### src/rtl/uart_pkg.sv
// Shared constants, FSM encodings and parity helper
// for the parametrised UART transceiver.
package uart_pkg;

    localparam int PARITY_NONE = 0;
    localparam int PARITY_EVEN = 1;
    localparam int PARITY_ODD  = 2;

    typedef enum logic [2:0] {
        TX_IDLE,
        TX_START,
        TX_DATA,
        TX_PARITY,
        TX_STOP
    } tx_state_t;

    typedef enum logic [2:0] {
        RX_IDLE,
        RX_START,
        RX_DATA,
        RX_PARITY,
        RX_STOP
    } rx_state_t;

    // Data is zero-extended to 9 bits, so unused bits do not disturb the XOR.
    function automatic logic parity_bit(input logic [8:0] data, input int mode);
        return (^data) ^ (mode == PARITY_ODD);
    endfunction

endpackage

### src/rtl/uart_sync_fifo.sv
// First-word fall-through FIFO with extra-bit pointers;
// reports pushes that are dropped because the FIFO is full.
module uart_sync_fifo #(
    parameter int WIDTH = 10,
    parameter int DEPTH = 4
) (
    input  logic             clk,
    input  logic             rst,
    input  logic [WIDTH-1:0] wr_data,
    input  logic             wr_en,
    output logic             drop,
    output logic [WIDTH-1:0] rd_data,
    output logic             rd_valid,
    input  logic             rd_en
);

    localparam int AW = $clog2(DEPTH);

    logic [WIDTH-1:0] mem [DEPTH];
    logic [AW:0]      wr_ptr;
    logic [AW:0]      rd_ptr;
    logic             empty;
    logic             full;
    logic             push;
    logic             pop;

    assign empty = (wr_ptr == rd_ptr);
    assign full  = (wr_ptr[AW] != rd_ptr[AW]) &&
                   (wr_ptr[AW-1:0] == rd_ptr[AW-1:0]);

    // A same-cycle pop frees the slot that a push into a full FIFO needs.
    assign pop      = rd_en & ~empty;
    assign push     = wr_en & (~full | pop);
    assign drop     = wr_en & ~push;
    assign rd_valid = ~empty;
    assign rd_data  = empty ? '0 : mem[rd_ptr[AW-1:0]];

    // Pointer update; the wrap bit tells full from empty.
    always_ff @(posedge clk or posedge rst) begin
        if (rst) begin
            wr_ptr <= '0;
            rd_ptr <= '0;
        end else begin
            if (push) wr_ptr <= wr_ptr + (AW+1)'(1);
            if (pop)  rd_ptr <= rd_ptr + (AW+1)'(1);
        end
    end

    // Storage array; contents are don't-care until written.
    always_ff @(posedge clk) begin
        if (push) mem[wr_ptr[AW-1:0]] <= wr_data;
    end

endmodule

### src/rtl/uart_trx_param.sv
// Parametrised full-duplex UART: TX FSM, RX FSM with
// synchronised input, and an RX FIFO carrying error flags.
module uart_trx_param
    import uart_pkg::*;
#(
    parameter int DATA_W       = 8,
    parameter int CLKS_PER_BIT = 434,
    parameter int PARITY       = 0,
    parameter int STOP_BITS    = 1,
    parameter int FIFO_DEPTH   = 4
) (
    input  logic              clk,
    input  logic              rst,
    input  logic [DATA_W-1:0] tx_data,
    input  logic              tx_valid,
    output logic              tx_ready,
    output logic              txd,
    input  logic              rxd,
    output logic [DATA_W-1:0] rx_data,
    output logic              rx_valid,
    input  logic              rx_ready,
    output logic              rx_parity_err,
    output logic              rx_frame_err,
    output logic              rx_overrun,
    input  logic              err_clr
);

    localparam int CW = $clog2(CLKS_PER_BIT);
    localparam int IW = $clog2(DATA_W + 1);
    localparam int FW = DATA_W + 2;

    localparam logic [CW-1:0] BIT_LAST  = CW'(CLKS_PER_BIT - 1);
    localparam logic [CW-1:0] HALF_LAST = CW'(CLKS_PER_BIT / 2 - 1);
    localparam logic [IW-1:0] DATA_LAST = IW'(DATA_W - 1);
    localparam logic [IW-1:0] STOP_LAST = IW'(STOP_BITS - 1);
    localparam bit            HAS_PAR   = (PARITY != PARITY_NONE);

    // ---------------- transmitter ----------------
    tx_state_t         tx_state, tx_state_n;
    logic [CW-1:0]     tx_cnt, tx_cnt_n;
    logic [IW-1:0]     tx_idx, tx_idx_n;
    logic [DATA_W-1:0] tx_shift, tx_shift_n;
    logic              tx_par, tx_par_n;
    logic              tx_tick;

    assign tx_tick = (tx_cnt == BIT_LAST);

    // TX state, bit timer, bit index and latched word.
    always_ff @(posedge clk or posedge rst) begin
        if (rst) begin
            tx_state <= TX_IDLE;
            tx_cnt   <= '0;
            tx_idx   <= '0;
            tx_shift <= '0;
            tx_par   <= 1'b0;
        end else begin
            tx_state <= tx_state_n;
            tx_cnt   <= tx_cnt_n;
            tx_idx   <= tx_idx_n;
            tx_shift <= tx_shift_n;
            tx_par   <= tx_par_n;
        end
    end

    // TX next state and line level; word is latched on acceptance.
    always_comb begin
        tx_state_n = tx_state;
        tx_idx_n   = tx_idx;
        tx_shift_n = tx_shift;
        tx_par_n   = tx_par;
        tx_ready   = 1'b0;
        txd        = 1'b1;
        unique case (tx_state)
            TX_IDLE: begin
                tx_ready = 1'b1;
                if (tx_valid) begin
                    tx_state_n = TX_START;
                    tx_shift_n = tx_data;
                    tx_par_n   = parity_bit(9'(tx_data), PARITY);
                end
            end
            TX_START: begin
                txd = 1'b0;
                if (tx_tick) tx_state_n = TX_DATA;
            end
            TX_DATA: begin
                txd = tx_shift[0];
                if (tx_tick) begin
                    tx_shift_n = tx_shift >> 1;
                    if (tx_idx == DATA_LAST)
                        tx_state_n = HAS_PAR ? TX_PARITY : TX_STOP;
                    else
                        tx_idx_n = tx_idx + IW'(1);
                end
            end
            TX_PARITY: begin
                txd = tx_par;
                if (tx_tick) tx_state_n = TX_STOP;
            end
            TX_STOP: begin
                if (tx_tick) begin
                    if (tx_idx == STOP_LAST) tx_state_n = TX_IDLE;
                    else                     tx_idx_n = tx_idx + IW'(1);
                end
            end
            default: tx_state_n = TX_IDLE;
        endcase
        if (tx_state_n != tx_state || tx_state == TX_IDLE) begin
            tx_cnt_n = '0;
            tx_idx_n = '0;
        end else begin
            tx_cnt_n = tx_tick ? '0 : tx_cnt + CW'(1);
        end
    end

    // ---------------- receiver ----------------
    rx_state_t         rx_state, rx_state_n;
    logic [CW-1:0]     rx_cnt, rx_cnt_n;
    logic [IW-1:0]     rx_idx, rx_idx_n;
    logic [DATA_W-1:0] rx_shift, rx_shift_n;
    logic              rx_par, rx_par_n;
    logic              rx_s1, rx_s2, rx_prev;
    logic              rx_fall;
    logic              rx_tick;
    logic              push;
    logic              drop;
    logic              par_err;
    logic [FW-1:0]     push_word;
    logic [FW-1:0]     head;

    assign rx_fall = rx_prev & ~rx_s2;
    assign rx_tick = (rx_cnt == BIT_LAST);

    // Two-flop synchroniser plus one delay flop for edge detection.
    always_ff @(posedge clk or posedge rst) begin
        if (rst) begin
            rx_s1   <= 1'b1;
            rx_s2   <= 1'b1;
            rx_prev <= 1'b1;
        end else begin
            rx_s1   <= rxd;
            rx_s2   <= rx_s1;
            rx_prev <= rx_s2;
        end
    end

    // RX state, bit timer, bit index and assembled frame.
    always_ff @(posedge clk or posedge rst) begin
        if (rst) begin
            rx_state <= RX_IDLE;
            rx_cnt   <= '0;
            rx_idx   <= '0;
            rx_shift <= '0;
            rx_par   <= 1'b0;
        end else begin
            rx_state <= rx_state_n;
            rx_cnt   <= rx_cnt_n;
            rx_idx   <= rx_idx_n;
            rx_shift <= rx_shift_n;
            rx_par   <= rx_par_n;
        end
    end

    // RX next state; samples at mid-bit, push on the first stop bit.
    always_comb begin
        rx_state_n = rx_state;
        rx_idx_n   = rx_idx;
        rx_shift_n = rx_shift;
        rx_par_n   = rx_par;
        push       = 1'b0;
        unique case (rx_state)
            RX_IDLE: begin
                if (rx_fall) rx_state_n = RX_START;
            end
            RX_START: begin
                if (rx_cnt == HALF_LAST)
                    rx_state_n = rx_s2 ? RX_IDLE : RX_DATA;
            end
            RX_DATA: begin
                if (rx_tick) begin
                    rx_shift_n = {rx_s2, rx_shift[DATA_W-1:1]};
                    if (rx_idx == DATA_LAST)
                        rx_state_n = HAS_PAR ? RX_PARITY : RX_STOP;
                    else
                        rx_idx_n = rx_idx + IW'(1);
                end
            end
            RX_PARITY: begin
                if (rx_tick) begin
                    rx_par_n   = rx_s2;
                    rx_state_n = RX_STOP;
                end
            end
            RX_STOP: begin
                if (rx_tick) begin
                    push       = 1'b1;
                    rx_state_n = RX_IDLE;
                end
            end
            default: rx_state_n = RX_IDLE;
        endcase
        if (rx_state_n != rx_state || rx_state == RX_IDLE) begin
            rx_cnt_n = '0;
            rx_idx_n = '0;
        end else begin
            rx_cnt_n = rx_tick ? '0 : rx_cnt + CW'(1);
        end
    end

    assign par_err   = HAS_PAR &&
                       (rx_par != parity_bit(9'(rx_shift), PARITY));
    assign push_word = {rx_shift, par_err, ~rx_s2};

    uart_sync_fifo #(
        .WIDTH (FW),
        .DEPTH (FIFO_DEPTH)
    ) u_fifo (
        .clk      (clk),
        .rst      (rst),
        .wr_data  (push_word),
        .wr_en    (push),
        .drop     (drop),
        .rd_data  (head),
        .rd_valid (rx_valid),
        .rd_en    (rx_ready)
    );

    assign rx_data       = head[FW-1:2];
    assign rx_parity_err = head[1];
    assign rx_frame_err  = head[0];

    // Sticky overrun; a new drop beats a same-cycle clear.
    always_ff @(posedge clk or posedge rst) begin
        if (rst)          rx_overrun <= 1'b0;
        else if (drop)    rx_overrun <= 1'b1;
        else if (err_clr) rx_overrun <= 1'b0;
    end

endmodule
### config.mk
export PLATFORM = sky130hd
export DESIGN_NAME = uart_trx_param
export DESIGN_NICKNAME = d
export VERILOG_FILES = /design/src/rtl/uart_pkg.sv /design/src/rtl/uart_sync_fifo.sv /design/src/rtl/uart_trx_param.sv
export SDC_FILE = /design/constraint.sdc
export NUM_CORES = 1
export LEC_CHECK = 0
export BUFFER_PORTS_ARGS = -buffer_cell sky130_fd_sc_hd__clkbuf_2
export CORE_MARGIN = 2
export CORE_UTILIZATION = 50
export CTS_BUF_LIST = sky130_fd_sc_hd__clkbuf_4 sky130_fd_sc_hd__clkbuf_8
export CTS_CLUSTER_SIZE = 8
export DETAILED_ROUTE_END_ITERATION = 12
export PLACE_DENSITY_LB_ADDON = 0.12
export SYNTH_ARGS = -nofsm -noshare
export SYNTH_HDL_FRONTEND = slang
export SYNTH_HIERARCHICAL = 1
export SYNTH_SLANG_ARGS = --single-unit
### constraint.sdc
create_clock -name clk -period 3.05 [get_ports clk]
set_clock_uncertainty 0.2 [all_clocks]
set_input_delay 0.61 -clock clk [delete_from_list [all_inputs] [get_ports clk]]
set_output_delay 0.61 -clock clk [all_outputs]
set_load 0.02 [all_outputs]
==> results of run 1 <==
-- metal layers --
| metal | up-vias | share of wire, % | track usage, % |
|---|---|---|---|
| li1 | 1392 | - | - |
| met4 | 0 | 0.75 | 6.32 |
| met3 | 4 | 3.0 | 2.65 |
| met2 | 47 | 49 | 26.3 |
| met1 | 1394 | 47 | 23.6 |
| met5 | - | 0 | 0 |
-- worst reg2reg max path: stages (launching register included) --
cell	delay, ps
dfrtp_1	410
inv_1	80
ha_1	140
nand4bb_1	150
or2_2	360
nor4b_1	300
buf_4	200
and3_1	490
-- cells in the mapped netlist (9+ instances only) --
cell type / n
a21oi_1: 11
dfrtp_1: 56
edfxtp_1: 40
ha_1: 13
inv_1: 14
mux2_2: 9
mux2i_1: 9
mux4_2: 10
nand2_1: 21
nand3_1: 10
nor2_1: 25
nor2b_1: 11
nor3_1: 11
o21ai_0: 13
xnor2_1: 20
xor2_1: 10
-- path summary, 6_finish.rpt --
path,startpoint,to,cells after the start
min in group asynchronous,rst,u_fifo/rd_ptr[2],3
setup reg to reg,rx_cnt[1],u_fifo/mem[1][0],7
max in group asynchronous,rst,rx_s2,4
hold reg to reg,rx_s1,rx_s2,0
setup / recovery,rx_cnt[1],u_fifo/mem[1][0],7
hold / removal,rxd,rx_s1,1
-- where the power goes --
part / total [mW] / internal (mW) / switching, mW
Combinational: 0.280 / 0.129 / 0.151
Sequential: 1.56 / 1.47 / 0.0884
Clock: 0.745 / 0.324 / 0.420
Total: 2.58 / 1.92 / 0.660
-- layout make-up --
cell class              count  share of cell area [%]
inverters                  14                    1.02
flip-flops and latches     99                    52.2
well taps                 111                    2.71
clock buffers              11                    2.83
repair buffers             38                    4.29
multi-input cells         244                    36.3
clock inverters             5                   0.585
-- repair_timing --
action | CTS | global route
resized for setup | 1 | 0
hold endpoints to repair | 6 | 0
setup endpoints to repair | 11 | 0
hold buffers | 1 | 0
buffers inserted | 0 | 0
-- kinds of logic (layout without fill, tap and decap cells) --
kind of cell	count (synthesis)	count (layout)	share of synthesized area [%]
AND/OR/NAND/NOR	127	127	15.7
flip-flops	99	99	57.9
AO/OA/AOI/OAI	41	41	5.51
XOR/XNOR	30	30	5.67
multiplexers	29	29	9.24
buffers and inverters	27	68	2.35
adder cells (fa/ha/maj)	13	13	3.51
other	1	4	0.0810
-- through the flow --
step | area (um^2) | std cells | setup slack, ps | util (%)
6_report | 5130 | 522 | 352 | 56.3
3_5_place_dp | 4940 | 505 | 338 | 54.3
3_3_place_gp | 4940 | 505 | 391 | 54.3
2_1_floorplan | 4640 | 370 | 368 | -
4_1_cts | 5130 | 522 | 302 | 56.3
5_1_grt | 5130 | 522 | 170 | 56.3
-- sequential cells by signal, indices dropped and copies added (netlist names) --
signal / cells
u_fifo/mem: 40
rx_cnt: 9
tx_cnt: 9
rx_shift: 8
tx_shift: 8
rx_idx: 4
tx_idx: 4
rx_state: 3
tx_state: 3
u_fifo/rd_ptr: 3
u_fifo/wr_ptr: 3
rx_overrun: 1
rx_prev: 1
rx_s1: 1
rx_s2: 1
tx_par: 1
==> impl_metrics.json, run 1 <==
{
  "status": "finished, final reports clean",
  "die_x_um": 100,
  "antenna_left": 0,
  "ff_latch_area_um2": 2680,
  "yosysWarningCount": 6,
  "finalWirelength_mm": 7.60,
  "clock_path_buffers": 2,
  "synth-seq-cells": 99,
  "multi_input_area_um2": 1860,
  "die_h_um": 100,
  "worst_ep_required_time_ps": 2840,
  "worstPathArrival_ps": 2490,
  "viasPerCell": 5.43,
  "grt_max_degree": 22,
  "yosys-top-cells-area": "dfrtp_1, edfxtp_1, mux4_2",
  "r2r_slack_ps": 350,
  "vias": 2837,
  "synth_top_area_share_pct": 30.3,
  "grt_overflow": 0,
  "rsz0062_at_grt": "false",
  "cpPeakStageDelay_ps": 490,
  "finalPower_mw": 2.58,
  "whs_ps": 145,
  "core_um2": 9110,
  "crit_chain": "inv_1 -> ha_1 -> nand4bb_1 -> or2_2 -> nor4b_1 -> buf_4 -> and3_1",
  "drt_iter0_drc": 124,
  "tightest_slew_ps": 950,
  "hold_class": "in -> reg",
  "crit_slowest_cell": "and3_1",
  "final_common_cell": "dfrtp_1",
  "num-nets-final": 433,
  "critical_path.max_fanout": 10,
  "syn_avg_cell_area_um2": 12.6,
  "cts.sinks": 99,
  "cap_viol_max_count": 0,
  "io_pins": 28,
  "gp_congestion": 0.801,
  "period_share_pct": 88.5,
  "clk_latency_ps": 350,
  "area_growth_pct": 10.8,
  "cp-end-kind": "flop",
  "p_leak_nw": 2.23,
  "clock.fmax_mhz": 371,
  "drtPass1Iterations": 4,
  "cts.clk_slew.worst_paths_ps": 100,
  "fin_setup_tns_ps": 0,
  "ys_seq_area_share_pct": 57.9,
  "finalCriticalPeriod_ps": 2700,
  "async_flop_share_pct": 59.6,
  "cts-root-buf": "clkbuf_8",
  "cp_top_family": "simple AND/OR/NAND/NOR gates",
  "fp-row-count": 35,
  "hpwlAfterDp_mm": 5.39,
  "hold_violations": 0,
  "dieArea_um2": 10100,
  "fillers": 784,
  "path_buf_inv": 2,
  "antenna_found_initial": 0,
  "drc": 0,
  "drive_gt1_share_pct": 21.4,
  "synth_top_area_cell": "dfrtp_1",
  "grt_pass1_vias": 2766,
  "mostFrequentLayoutCells": "dfrtp_1, edfxtp_1, clkbuf_2",
  "portBuffers": 27,
  "antenna_cells": 0,
  "start_kind": "flop",
  "syn_inst": 367,
  "peakVddDrop_mv": 0.232,
  "slew_viol_final": 0,
  "syn-cell-area_um2": 4630,
  "power_density_nw_per_um2": 503,
  "path_class": "reg -> reg",
  "htree_levels": 3,
  "slew_headroom_pct": 36.7,
  "synth_edf_count": 40,
  "yosysUniqueCellTypes": 55,
  "cts_inserted_buffers": 9,
  "initial_core_util_pct": 50.9,
  "finalSetupViolations": 0,
  "cts_tree": "built",
  "synth_ff_type": "dfrtp_1",
  "grt_usage_pct": 16.7,
  "grt_pass1_wl_mm": 13.2,
  "wire_per_inst_um": 14.6
}
No activity file was read; power rests on OpenSTA's default activity.
==> run 2, diff against run 1 <==
Clock period 3.05 ns to 2.5 ns, I/O delays scaled along.
==> impl_metrics.json, run 2 (synthesized netlist as in run 1, its figures left out) <==
{
  "fin_setup_tns_ps": 0,
  "drc": 0,
  "area_growth_pct": 14.9,
  "period_share_pct": 98.0,
  "fp-row-count": 35,
  "cap_viol_max_count": 0,
  "htree_levels": 3,
  "slew_viol_final": 0,
  "dp.cells": 512,
  "finalCriticalPeriod_ps": 2450,
  "wire_per_inst_um": 14.3,
  "cts_inserted_buffers": 9,
  "drt_iter0_drc": 101,
  "wl_met1_mm": 3.89,
  "die_x_um": 100,
  "rsz0062_at_grt": "true",
  "hold_violations": 0,
  "grt_max_degree": 21,
  "initial_core_util_pct": 50.9,
  "cts.clk_slew.worst_paths_ps": 100,
  "peakVddDrop_mv": 0.393,
  "finalSetupViolations": 0,
  "switching_power_mw": 0.839,
  "reg2reg_from": "rx_cnt[0]",
  "combPwrFrac_pct": 11.5,
  "portBuffers": 27,
  "dieArea_um2": 10100,
  "antenna_left": 0,
  "p_leak_nw": 2.30,
  "gp_congestion": 0.815,
  "antenna_cells": 0,
  "final_util_pct": 58.4,
  "cts_tree": "built",
  "start_kind": "flop",
  "crit_chain": "buf_12 -> mux4_2 -> nor2b_1 -> clkbuf_2",
  "drtPass1Iterations": 4,
  "final_common_cell": "dfrtp_1",
  "io_pins": 28,
  "crit_start": "u_fifo/rd_ptr[0]",
  "min_from": "rxd",
  "viasPerCell": 5.25,
  "critical_path.max_fanout": 10,
  "wl_met3_um": 176,
  "cp-end-kind": "primary output",
  "worstPathArrival_ps": 1750,
  "switching_share_pct": 26.3,
  "mostFrequentLayoutCells": "dfrtp_1, edfxtp_1, nor2_1",
  "path_class": "reg -> out",
  "core_um2": 9110,
  "clock_path_buffers": 2,
  "cts.sinks": 99,
  "clk_latency_ps": 360,
  "clkPwrFrac_pct": 29.2,
  "clock.fmax_mhz": 408,
  "cts-root-buf": "clkbuf_8",
  "hpwlAfterDp_mm": 5.42,
  "met2_length_mm": 3.45,
  "antenna_found_initial": 0,
  "crit_slowest_cell": "mux4_2",
  "status": "finished, final reports clean",
  "routed.top_layer": "met4",
  "tightest_slew_ps": 568,
  "grt_usage_pct": 16.8,
  "vias": 2796,
  "sequentialPowerShare_pct": 59.3,
  "power_density_nw_per_um2": 599,
  "final_cells": 533,
  "intPower_mw": 2.35,
  "grt_pass1_vias": 2820,
  "worst_ep_required_time_ps": 1800,
  "hold_class": "in -> reg",
  "slew_headroom_pct": 61.9,
  "drive_gt1_share_pct": 26.1,
  "grt_pass1_wl_mm": 13.2,
  "finalWirelength_mm": 7.64,
  "cpPeakStageDelay_ps": 490,
  "num-nets-final": 444,
  "die_h_um": 100,
  "grt_overflow": 0,
  "largest_reg_flops": 40
}
[run 2: power by group through the flow]
stage | Combinational [mW] | Clock [mW] | Sequential [mW]
2_1_floorplan | 0.275 | 0 | 1.90
3_3_place_gp | 0.348 | 0 | 1.92
3_5_place_dp | 0.361 | 0 | 1.92
4_1_cts | 0.365 | 0.972 | 1.89
5_1_grt | 0.426 | 1.03 | 1.91
6_report | 0.367 | 0.932 | 1.89
[run 2: worst paths after layout]
check | cells past startpoint | slack, ps | endpoint
min reg2reg | 0 | 160 | rx_s2
max in group asynchronous | 4 | 980 | rx_prev
max | 4 | 50 | rx_data[4]
max reg2reg | 7 | 140 | rx_cnt[7]
min | 1 | 30 | rx_s1
min in group asynchronous | 3 | 410 | u_fifo/wr_ptr[1]
[run 2: timing repair]
| action | 4_1_cts | 5_1_grt |
|---|---|---|
| setup buffers | 1 | 3 |
| pin swaps | 0 | 1 |
| resized for setup | 4 | 15 |
| endpoints found under the setup margin | 14 | 66 |
| hold buffers | 1 | 0 |
| hold endpoints to repair | 20 | 0 |
[run 2: cell type report]
class,instances,area [um^2]
tap,111,139
sequential,99,2690
timing repair buffer,49,358
clock inverter,5,38.8
clock buffer,11,139
inverter,14,52.6
multi-input combinational,244,1910
fill,742,3780
[run 2: per-layer routing]
metal,vias up,track usage [%]
met5,-,0
met2,34,25.8
met4,0,7.06
met1,1340,23.9
met3,9,2.65
li1,1413,-
[run 2: stage by stage]
stage	hold WS, ps	setup WS [ps]	cell area (um^2)	power (mW)
3_3_place_gp	146	74.3	5050	2.27
5_1_grt	9.79	-46.9	5320	3.36
4_1_cts	10.2	8.55	5270	3.23
6_report	32.1	50.9	5320	3.19
2_1_floorplan	91.0	54.7	4650	2.17
3_5_place_dp	151	-15.8	5050	2.28
[run 2: worst max-delay path: cells and delay by family, from the launching register on]
family	cells	cell delay, ps
multiplexers	1	490
AND/OR/NAND/NOR	1	140
buffers and inverters	2	310
flip-flops	1	440
